--- src/rtl/signed_multiplier_seq.sv ---
// Sequential two's-complement multiplier (shift-and-add over N cycles).
// Operand magnitudes come from `negative` stages keyed on the sign bits;
// the magnitude product is re-signed by a second `negative` stage.

// Conditional two's-complement negation: y = en ? -x : x.
module negative #(
    parameter int W = 8
) (
    input  logic         en_i,
    input  logic [W-1:0] x_i,
    output logic [W-1:0] y_o
);
    // Pure combinational negate; -0 == 0, and -(100..0) stays 100..0,
    // which is the correct unsigned magnitude for the most negative value.
    always_comb begin
        y_o = en_i ? (~x_i + {{(W-1){1'b0}}, 1'b1}) : x_i;
    end
endmodule

module signed_multiplier_seq #(
    parameter int N = 64
) (
    input  logic           clk,
    input  logic           rst_n,
    input  logic           start,
    input  logic [N-1:0]   a,
    input  logic [N-1:0]   b,
    output logic           busy,
    output logic           done,
    output logic [2*N-1:0] product
);
    localparam int CW = (N > 1) ? $clog2(N) : 1;

    typedef enum logic [1:0] {
        IDLE = 2'd0,
        CALC = 2'd1,
        FIX  = 2'd2
    } state_t;

    state_t           state_q, state_d;
    logic [N-1:0]     mcand_q, mcand_d;
    logic [N-1:0]     mplier_q, mplier_d;
    logic             sgn_q, sgn_d;
    logic [2*N-1:0]   acc_q, acc_d;
    logic [CW-1:0]    count_q, count_d;
    logic             busy_q, busy_d;
    logic             done_q, done_d;
    logic [2*N-1:0]   product_q, product_d;

    logic [N-1:0]     a_mag, b_mag;
    logic [2*N-1:0]   prod_signed;
    logic [N:0]       psum;

    negative #(.W(N)) u_neg_a (
        .en_i (a[N-1]),
        .x_i  (a),
        .y_o  (a_mag)
    );

    negative #(.W(N)) u_neg_b (
        .en_i (b[N-1]),
        .x_i  (b),
        .y_o  (b_mag)
    );

    negative #(.W(2*N)) u_neg_p (
        .en_i (sgn_q),
        .x_i  (acc_q),
        .y_o  (prod_signed)
    );

    // Partial sum keeps the carry so the right shift can pull it into acc.
    always_comb begin
        psum = {1'b0, acc_q[2*N-1:N]} + (mplier_q[0] ? {1'b0, mcand_q} : {(N+1){1'b0}});
    end

    // Next-state and datapath control; start is only looked at in IDLE.
    always_comb begin
        state_d   = state_q;
        mcand_d   = mcand_q;
        mplier_d  = mplier_q;
        sgn_d     = sgn_q;
        acc_d     = acc_q;
        count_d   = count_q;
        busy_d    = busy_q;
        done_d    = 1'b0;
        product_d = product_q;
        unique case (state_q)
            IDLE: begin
                if (start) begin
                    mcand_d  = a_mag;
                    mplier_d = b_mag;
                    sgn_d    = a[N-1] ^ b[N-1];
                    acc_d    = '0;
                    count_d  = '0;
                    busy_d   = 1'b1;
                    state_d  = CALC;
                end
            end
            CALC: begin
                acc_d    = {psum, acc_q[N-1:1]};
                mplier_d = mplier_q >> 1;
                count_d  = count_q + {{(CW-1){1'b0}}, 1'b1};
                if (count_q == CW'(N-1)) begin
                    state_d = FIX;
                end
            end
            FIX: begin
                product_d = prod_signed;
                done_d    = 1'b1;
                busy_d    = 1'b0;
                state_d   = IDLE;
            end
            default: begin
                state_d = IDLE;
                busy_d  = 1'b0;
            end
        endcase
    end

    // State register; reset aborts any operation and clears the product.
    always_ff @(posedge clk or negedge rst_n) begin
        if (!rst_n) begin
            state_q   <= IDLE;
            mcand_q   <= '0;
            mplier_q  <= '0;
            sgn_q     <= 1'b0;
            acc_q     <= '0;
            count_q   <= '0;
            busy_q    <= 1'b0;
            done_q    <= 1'b0;
            product_q <= '0;
        end else begin
            state_q   <= state_d;
            mcand_q   <= mcand_d;
            mplier_q  <= mplier_d;
            sgn_q     <= sgn_d;
            acc_q     <= acc_d;
            count_q   <= count_d;
            busy_q    <= busy_d;
            done_q    <= done_d;
            product_q <= product_d;
        end
    end

    assign busy    = busy_q;
    assign done    = done_q;
    assign product = product_q;
endmodule

--- config.mk ---
export PLATFORM = sky130hd
export DESIGN_NAME = signed_multiplier_seq
export DESIGN_NICKNAME = d
export VERILOG_FILES = /design/src/rtl/signed_multiplier_seq.sv
export SDC_FILE = /design/constraint.sdc
export NUM_CORES = 1
export LEC_CHECK = 0
export CORE_ASPECT_RATIO = 1.75
export CORE_MARGIN = 5
export CORE_UTILIZATION = 43
export CTS_CLUSTER_SIZE = 10
export DETAILED_ROUTE_END_ITERATION = 8
export PLACE_DENSITY = 0.63
export SYNTH_ARGS = -nofsm -noshare
export SYNTH_HDL_FRONTEND = slang
export SYNTH_SLANG_ARGS = --single-unit
--- constraint.sdc ---
create_clock -name clk -period 3.4 [get_ports clk]
set_input_delay 0.68 -clock clk [delete_from_list [all_inputs] [get_ports clk]]
set_output_delay 0.68 -clock clk [all_outputs]
set_load 0.01 [all_outputs]
After elaboration in Yosys (flattened, before gate mapping)
Cells that the tools add are included.

$add $sub $neg: 5. Equality and inequality tests: 5. Mux-type cells: 16. Bitwise gates (word level): 5. Reductions and logical operators: 6.

Operators with widths (count): $mux W128 (2); $mux W64 (4); $pmux W128 S2 (1); $add A128 B1 Y128 const B (1); $add A64 B1 Y64 const B (2); $not A128 Y128 (1); $not A64 Y64 (2); $pmux W64 S2 (1); $add A64 B64 Y65 (1); $pmux W6 S2 (1); $reduce_and A2 Y1 (4); $add A6 B1 Y6 const B (1); $eq A6 B6 Y1 const B (1); $mux W6 (1); $mux W2 (2); $ne A2 B2 Y1 const B (2); $pmux W2 S2 (1); $eq A2 B1 Y1 const B (1); $eq A2 B2 Y1 const B (1); $logic_not A2 Y1 (1); $mux W1 (2); $pmux W1 S2 (1); $reduce_bool A2 Y1 (1); $not A1 Y1 (1); $xor A1 B1 Y1 (1).

Flip-flop bits (word level): 395. Bits of input ports: 131. Output and inout bits: 130.

Logic depth before layout (Yosys ltp)
Depth after elaboration: 5. Depth in mapped cells: 14. Gate-level depth less buffers: 13.

Hierarchy
From an unflattened synthesis, not the netlist that was laid out.

Cell total of the unflattened synthesis: 2883. Area total of the unflattened synthesis: 25513.2 µm².

Modules (own cells, without submodules): signed_multiplier_seq (times used 1, cells an instance 1951, area each 18909.4 µm², seq. area each 9884.5 µm²); negative at u_neg_p (times used 1, cells an instance 520, area each 3305.7 µm², seq. area each 0.0 µm²); negative at u_neg_a ... (times used 2, cells an instance 206, area each 1649.1 µm², seq. area each 0.0 µm²).

Worst setup path before layout
Ideal clock, no wire load.

Path kind: in2reg. From: in b[12]. To: reg mplier_q[52]. Library setup time: 133 ps. Arrival: 3482 ps. Data required time: 3267 ps. Slack: -215 ps. Stages: 9. Path through: or4_1 > nor3_1 > nand4_1 > nand2b_1 > or3_1 > or4_1 > o41ai_1 > xor2_1 > o21ai_0.

Word-level cells in the longest chain between the ends: 5.

RTL lines: start: declaration (line 27) `input logic [N-1:0] b,`; $not A64 Y64 (line 16) `y_o = en_i ? (~x_i + {{(W-1){1'b0}}, 1'b1}) : x_i;`; $add A64 B1 Y64 (line 16); $mux W64 (line 16); $mux W64 (line 90) `if (start) begin`; $pmux W64 S2 (line 88) `unique case (state_q)`; end signal: assignment (line 136) `mplier_q <= mplier_d;`; end: declaration (line 42) `logic [N-1:0] mplier_q, mplier_d;`.

Every way passes these cells. The select of a mux whose other input is x is not followed. A chain may end at the register's enable or synchronous reset.

Final worst setup path
From: reg acc_q[53]. To: reg product_q[112], in the netlist product[112].

Word-level cells in the longest chain between the ends: 3.

RTL lines: start: declaration (line 44) `logic [2*N-1:0] acc_q, acc_d;`; start signal: assignment (line 128) `acc_q <= '0;`; start signal: assignment (line 138) `acc_q <= acc_d;`; $not A128 Y128 (line 16); $add A128 B1 Y128 (line 16); $mux W128 (line 16); end signal: assignment (line 142) `product_q <= product_d;`; end: declaration (line 48) `logic [2*N-1:0] product_q, product_d;`.

Every way passes these cells.

==> results.txt <==
----------------------------------------------------
[Status]
  Result of the run ... finished with violations
  Violations in the final reports ... negative setup slack

[Timing]
  Relative slew slack ... 0.496
  Min Tclk post-route ... 3.56 ns
  Pins Over Slew Limit ... 0
  Worst path setup slack after routing ... -0.155 ns
  Total of endpoints with negative setup slack in the final report ... 5
  Worst setup skew after layout ... roughly 0.025 ns
  Post-route worst hold slack ... 0.0821 ns
  Share of the cycle needed by the critical path after routing ... 1.05
  Final-report hold violation count ... 0
  Transition time at the pin with the least slew margin ... ~0.76 ns
  Fmax ... ~280 MHz
  Setup repair after global routing missed its margin ... yes

[Worst setup path]
  Data arrival at the endpoint of the critical path ... 4.01 ns
  Crit start category ... flip-flop
  Critical Path, Cell by Cell ... or4_4 -> or4b_4 -> or4_4 -> or3_4 -> or2_4 -> or3_4 -> o41ai_4 -> xor2_1 -> o21ai_1
  Biggest fanout along the worst timing path ... 3
  Worst path bufs/invs ... 0
  Critical path's slowest cell ... sky130_fd_sc_hd__or4b_4
  Cell class contributing the biggest share of worst-path delay ... simple AND/OR/NAND/NOR gates
  Kind of end point of the critical path ... flip-flop
  Slowest cell delay on critical path ... roughly 0.55 ns
  Endpoint required time on the critical path ... 3.85 ns
  Critical path start-end classification ... reg2reg
  Flop2flop setup slack ... -0.16 ns

[Clocking]
  Clock tree from TritonCTS ... done
  Number of sinks driven by the clock tree ... 395
  TritonCTS Buffers ... 46
  Level count of the clock H-tree ... 2
  Clock latency of the later-clocked register in the worst-skew pair ... 0.59 ns
  Clock root buffer ... sky130_fd_sc_hd__clkbuf_16
  Maximum clock path buffer count ... 3
  Worst-path clk slew ... 0.05 ns
  CTS hold repair buffers ... 0

[Global routing]
  Initial antenna violation count ... 0
  Total GRT Usage ... 0.272
  Wire length of the first global-routing pass ... roughly 130000 um
  Overflow left after global routing ... 0
  Via count of the first global-routing pass ... 24600
  Pin count of the biggest net entering global routing ... 108

[Synthesis]
  Fraction of synthesized cell area in xor and xnor cells ... 0.110
  Arithmetic-cell share of the synthesized area counting full adders, half adders and majority gates ... 0.0357
  Main combinational cell family by area after synthesis ... compound AO/OA/AOI/OAI gates
  Area of the mapped netlist ... roughly 24000 um^2
  Biggest area consumer among synthesized cells ... sky130_fd_sc_hd__dfrtp_1
  Most instantiated flip-flop cell in the synthesis netlist ... sky130_fd_sc_hd__dfrtp_1
  Synthesized netlist cell count ... 2801
  Post-synthesis cell type count ... 76
  Proportion of netlist area held by the largest area contributor ... 0.406
  Flip-flop and latch count after synthesis ... 395
  Most frequent cell after synthesis ... sky130_fd_sc_hd__nand2_1
  Synth Net Count ... ~3000
  Average cell area after synthesis ... 8.70 um^2
  Most area-consuming cells after synthesis ... sky130_fd_sc_hd__dfrtp_1 41%, sky130_fd_sc_hd__o21ai_0 8.4%, sky130_fd_sc_hd__xor2_1 8.3%
  Most used standard cells in the synthesized netlist ... 414 x sky130_fd_sc_hd__nand2_1, 411 x sky130_fd_sc_hd__o21ai_0, 395 x sky130_fd_sc_hd__dfrtp_1
  Fraction of the mapped netlist area in simple logic gates ... 0.185
  Post-synthesis mux area share ... 0.00123
  Number of flops mapped to enable cells by yosys ... 0
  Compound-gate portion of the synthesized area ... 0.228
  Warnings from Yosys ... 0
  Sequential area share after synthesis ... 0.406
  Async set-reset flop share out of synthesis ... 1.00

[Layout]
  Antenna Diode Count ... 0
  Count of non-filler cells in the finished layout ... ~4300
  Final standard cell utilization of the core ... 0.607
  Ratio of cells with drive above 1 in the final layout ... 0.233
  Fin nets ... about 3700
  Filler Cell Count ... 4925
  Area Growth Syn to Fin ... 40.3%
  Final std cell area, no fill ... 34200 um^2

[Flow run]
  Max capacitance violation total ... 0

[Routing]
  DR WL/cell ... 20.4 um
  Overall via count from detail_route ... between 20000 and 25000
  Total detailed-routing wirelength ... roughly 87000 um
  DRC errors left ... 0
  Detail-routed via count per cell ... 5.64
  Number of antenna-violating nets in the routed design ... 0
  First-pass iteration count of the detailed router ... 8
  Violation count after the first detailed-route iteration ... 1583

[Power]
  Portion of total power attributed to combinational logic ... 0.570
  Cell internal pwr ... 0.0153 W
  Switching power share of the total ... 0.425
  Clock power share ... 0.164
  Net Sw Power ... 0.0113 W
  Ratio of total power to cell area ... between 700 and 800 nW/um^2
  Worst-case vdd ir drop ... 0.000393 V
  Leakage Power ... roughly 15 nW
  Total power ... 0.0267 W
  Part of the power in registers ... 0.265

[Placement]
  Cell count after placement ... roughly 4200
  Hpwl dp ... 68400 um
  RD Place Congestion ... 0.990
  Placed Instance Area ... 31500 um^2
  Port buffer count ... 260

[Floorplanning]
  Initial standard-cell utilization of the core ... 0.433
  Overall die area ... 61700 um^2
  Number of placement rows ... 115
  Std-Cell Core Area ... 56300 um^2
  Chip Height ... 325 um
  # IOs ... 261
  Horiz. Die Dim ... 190 um

[Worst hold path]
  Worst min-delay path category ... in2async

----------------------------------------------------
[logic make-up after synthesis]
| kind of cell | Yosys count |
|---|---|
| muxes | 3 |
| buffers and inverters | 211 |
| DFF | 395 |
| xor gates and xnor gates | 306 |
| and+or+nand+nor | 912 |
| AOI/OAI and AO/OA | 905 |
| adders and majority gates | 69 |
[worst register-to-register path, stage by stage, from the launching register on]
cell and delay (ns):
sky130_fd_sc_hd__dfrtp_1 0.37, sky130_fd_sc_hd__or4_4 0.54, sky130_fd_sc_hd__or4b_4 0.55, sky130_fd_sc_hd__or4_4 0.44
sky130_fd_sc_hd__or3_4 0.35, sky130_fd_sc_hd__or2_4 0.24, sky130_fd_sc_hd__or3_4 0.43, sky130_fd_sc_hd__o41ai_4 0.23
sky130_fd_sc_hd__xor2_1 0.20, sky130_fd_sc_hd__o21ai_1 0.07
[power groups by stage]
stage / clock (W) / sequential [W] / combinational (W)
global placement: 0 / 0.00701 / 0.0136
floorplan: 0 / 0.00677 / 0.00761
global route: 0.00466 / 0.00723 / 0.0165
CTS: 0.00449 / 0.00704 / 0.0143
finish: 0.00438 / 0.00708 / 0.0152
detailed placement: 0 / 0.00708 / 0.0138
[routing by layer]
| layer | track usage | wire, um | up-vias |
|---|---|---|---|
| met1 | 0.303 | 32200 | 11600 |
| met3 | 0.0283 | 3630 | 252 |
| met2 | 0.503 | 45600 | 772 |
| li1 | - | - | 11500 |
| met5 | 0 | 0 | - |
| met4 | 0.141 | 5470 | 0 |
[cell type report]
| class | instances | area [um^2] | share of cell area |
|---|---|---|---|
| clock buffer | 51 | 1180 | 0.0345 |
| inverter | 38 | 143 | 0.00417 |
| tap | 760 | 951 | 0.0278 |
| timing repair buffer | 820 | 7190 | 0.210 |
| multi-input combinational | 2195 | 14800 | 0.432 |
| sequential | 395 | 9890 | 0.289 |
| clock inverter | 6 | 71.3 | 0.00209 |
[placed cells by master, fill, tap and decap left out, types with 35 or more instances in the layout]
cell	n
sky130_fd_sc_hd__a21oi_1	107
sky130_fd_sc_hd__inv_1	35
sky130_fd_sc_hd__nand2_1	405
sky130_fd_sc_hd__clkdlybuf4s50_1	249
sky130_fd_sc_hd__nor4_1	35
sky130_fd_sc_hd__a22o_1	65
sky130_fd_sc_hd__o31ai_1	54
sky130_fd_sc_hd__nand4_1	39
sky130_fd_sc_hd__xnor2_1	71
sky130_fd_sc_hd__clkbuf_16	50
sky130_fd_sc_hd__a22oi_1	43
sky130_fd_sc_hd__dfrtp_1	392
sky130_fd_sc_hd__xor2_1	228
sky130_fd_sc_hd__ha_1	53
sky130_fd_sc_hd__o21ai_0	371
sky130_fd_sc_hd__nor2_1	85
sky130_fd_sc_hd__buf_4	523
sky130_fd_sc_hd__nor3_1	45
sky130_fd_sc_hd__and2_1	69
sky130_fd_sc_hd__o22ai_1	42
[path summary, 6_finish.rpt]
path / start / to / cells past startpoint
setup / recovery: acc_q[53]$_DFFE_PN0P_ / product[112]$_DFFE_PN0P_ / 9
max in group asynchronous: rst_n / mplier_q[10]$_DFFE_PN0P_ / 2
min in group clk: mcand_q[49]$_DFFE_PN0P_ / mcand_q[49]$_DFFE_PN0P_ / 2
hold / removal: rst_n / product[28]$_DFFE_PN0P_ / 1
hold reg to reg: mcand_q[49]$_DFFE_PN0P_ / mcand_q[49]$_DFFE_PN0P_ / 2
setup reg to reg: acc_q[53]$_DFFE_PN0P_ / product[112]$_DFFE_PN0P_ / 9
[sequential cells by signal (all words and copies together) (netlist names)]
name	cells
busy	1
acc_q	128
state_q	2
done	1
count_q	6
mcand_q	64
mplier_q	64
sgn_q	1
product	128
[what timing repair did]
action	4_1_cts	5_1_grt
pin swaps	35	58
setup endpoints to repair	70	77
gates cloned	0	4
resized for setup	103	145
buffers inserted	11	14
[stage by stage]
stage,worst slack (ns),TNS [ns]
after floorplan,-0.142,-0.390
after global placement,-0.705,-29.68
after detailed placement,-0.807,-32.94
after CTS,-0.156,-1.19
after global routing,-0.247,-2.07
final,-0.155,-0.454
(Power assumes the default switching activity.)
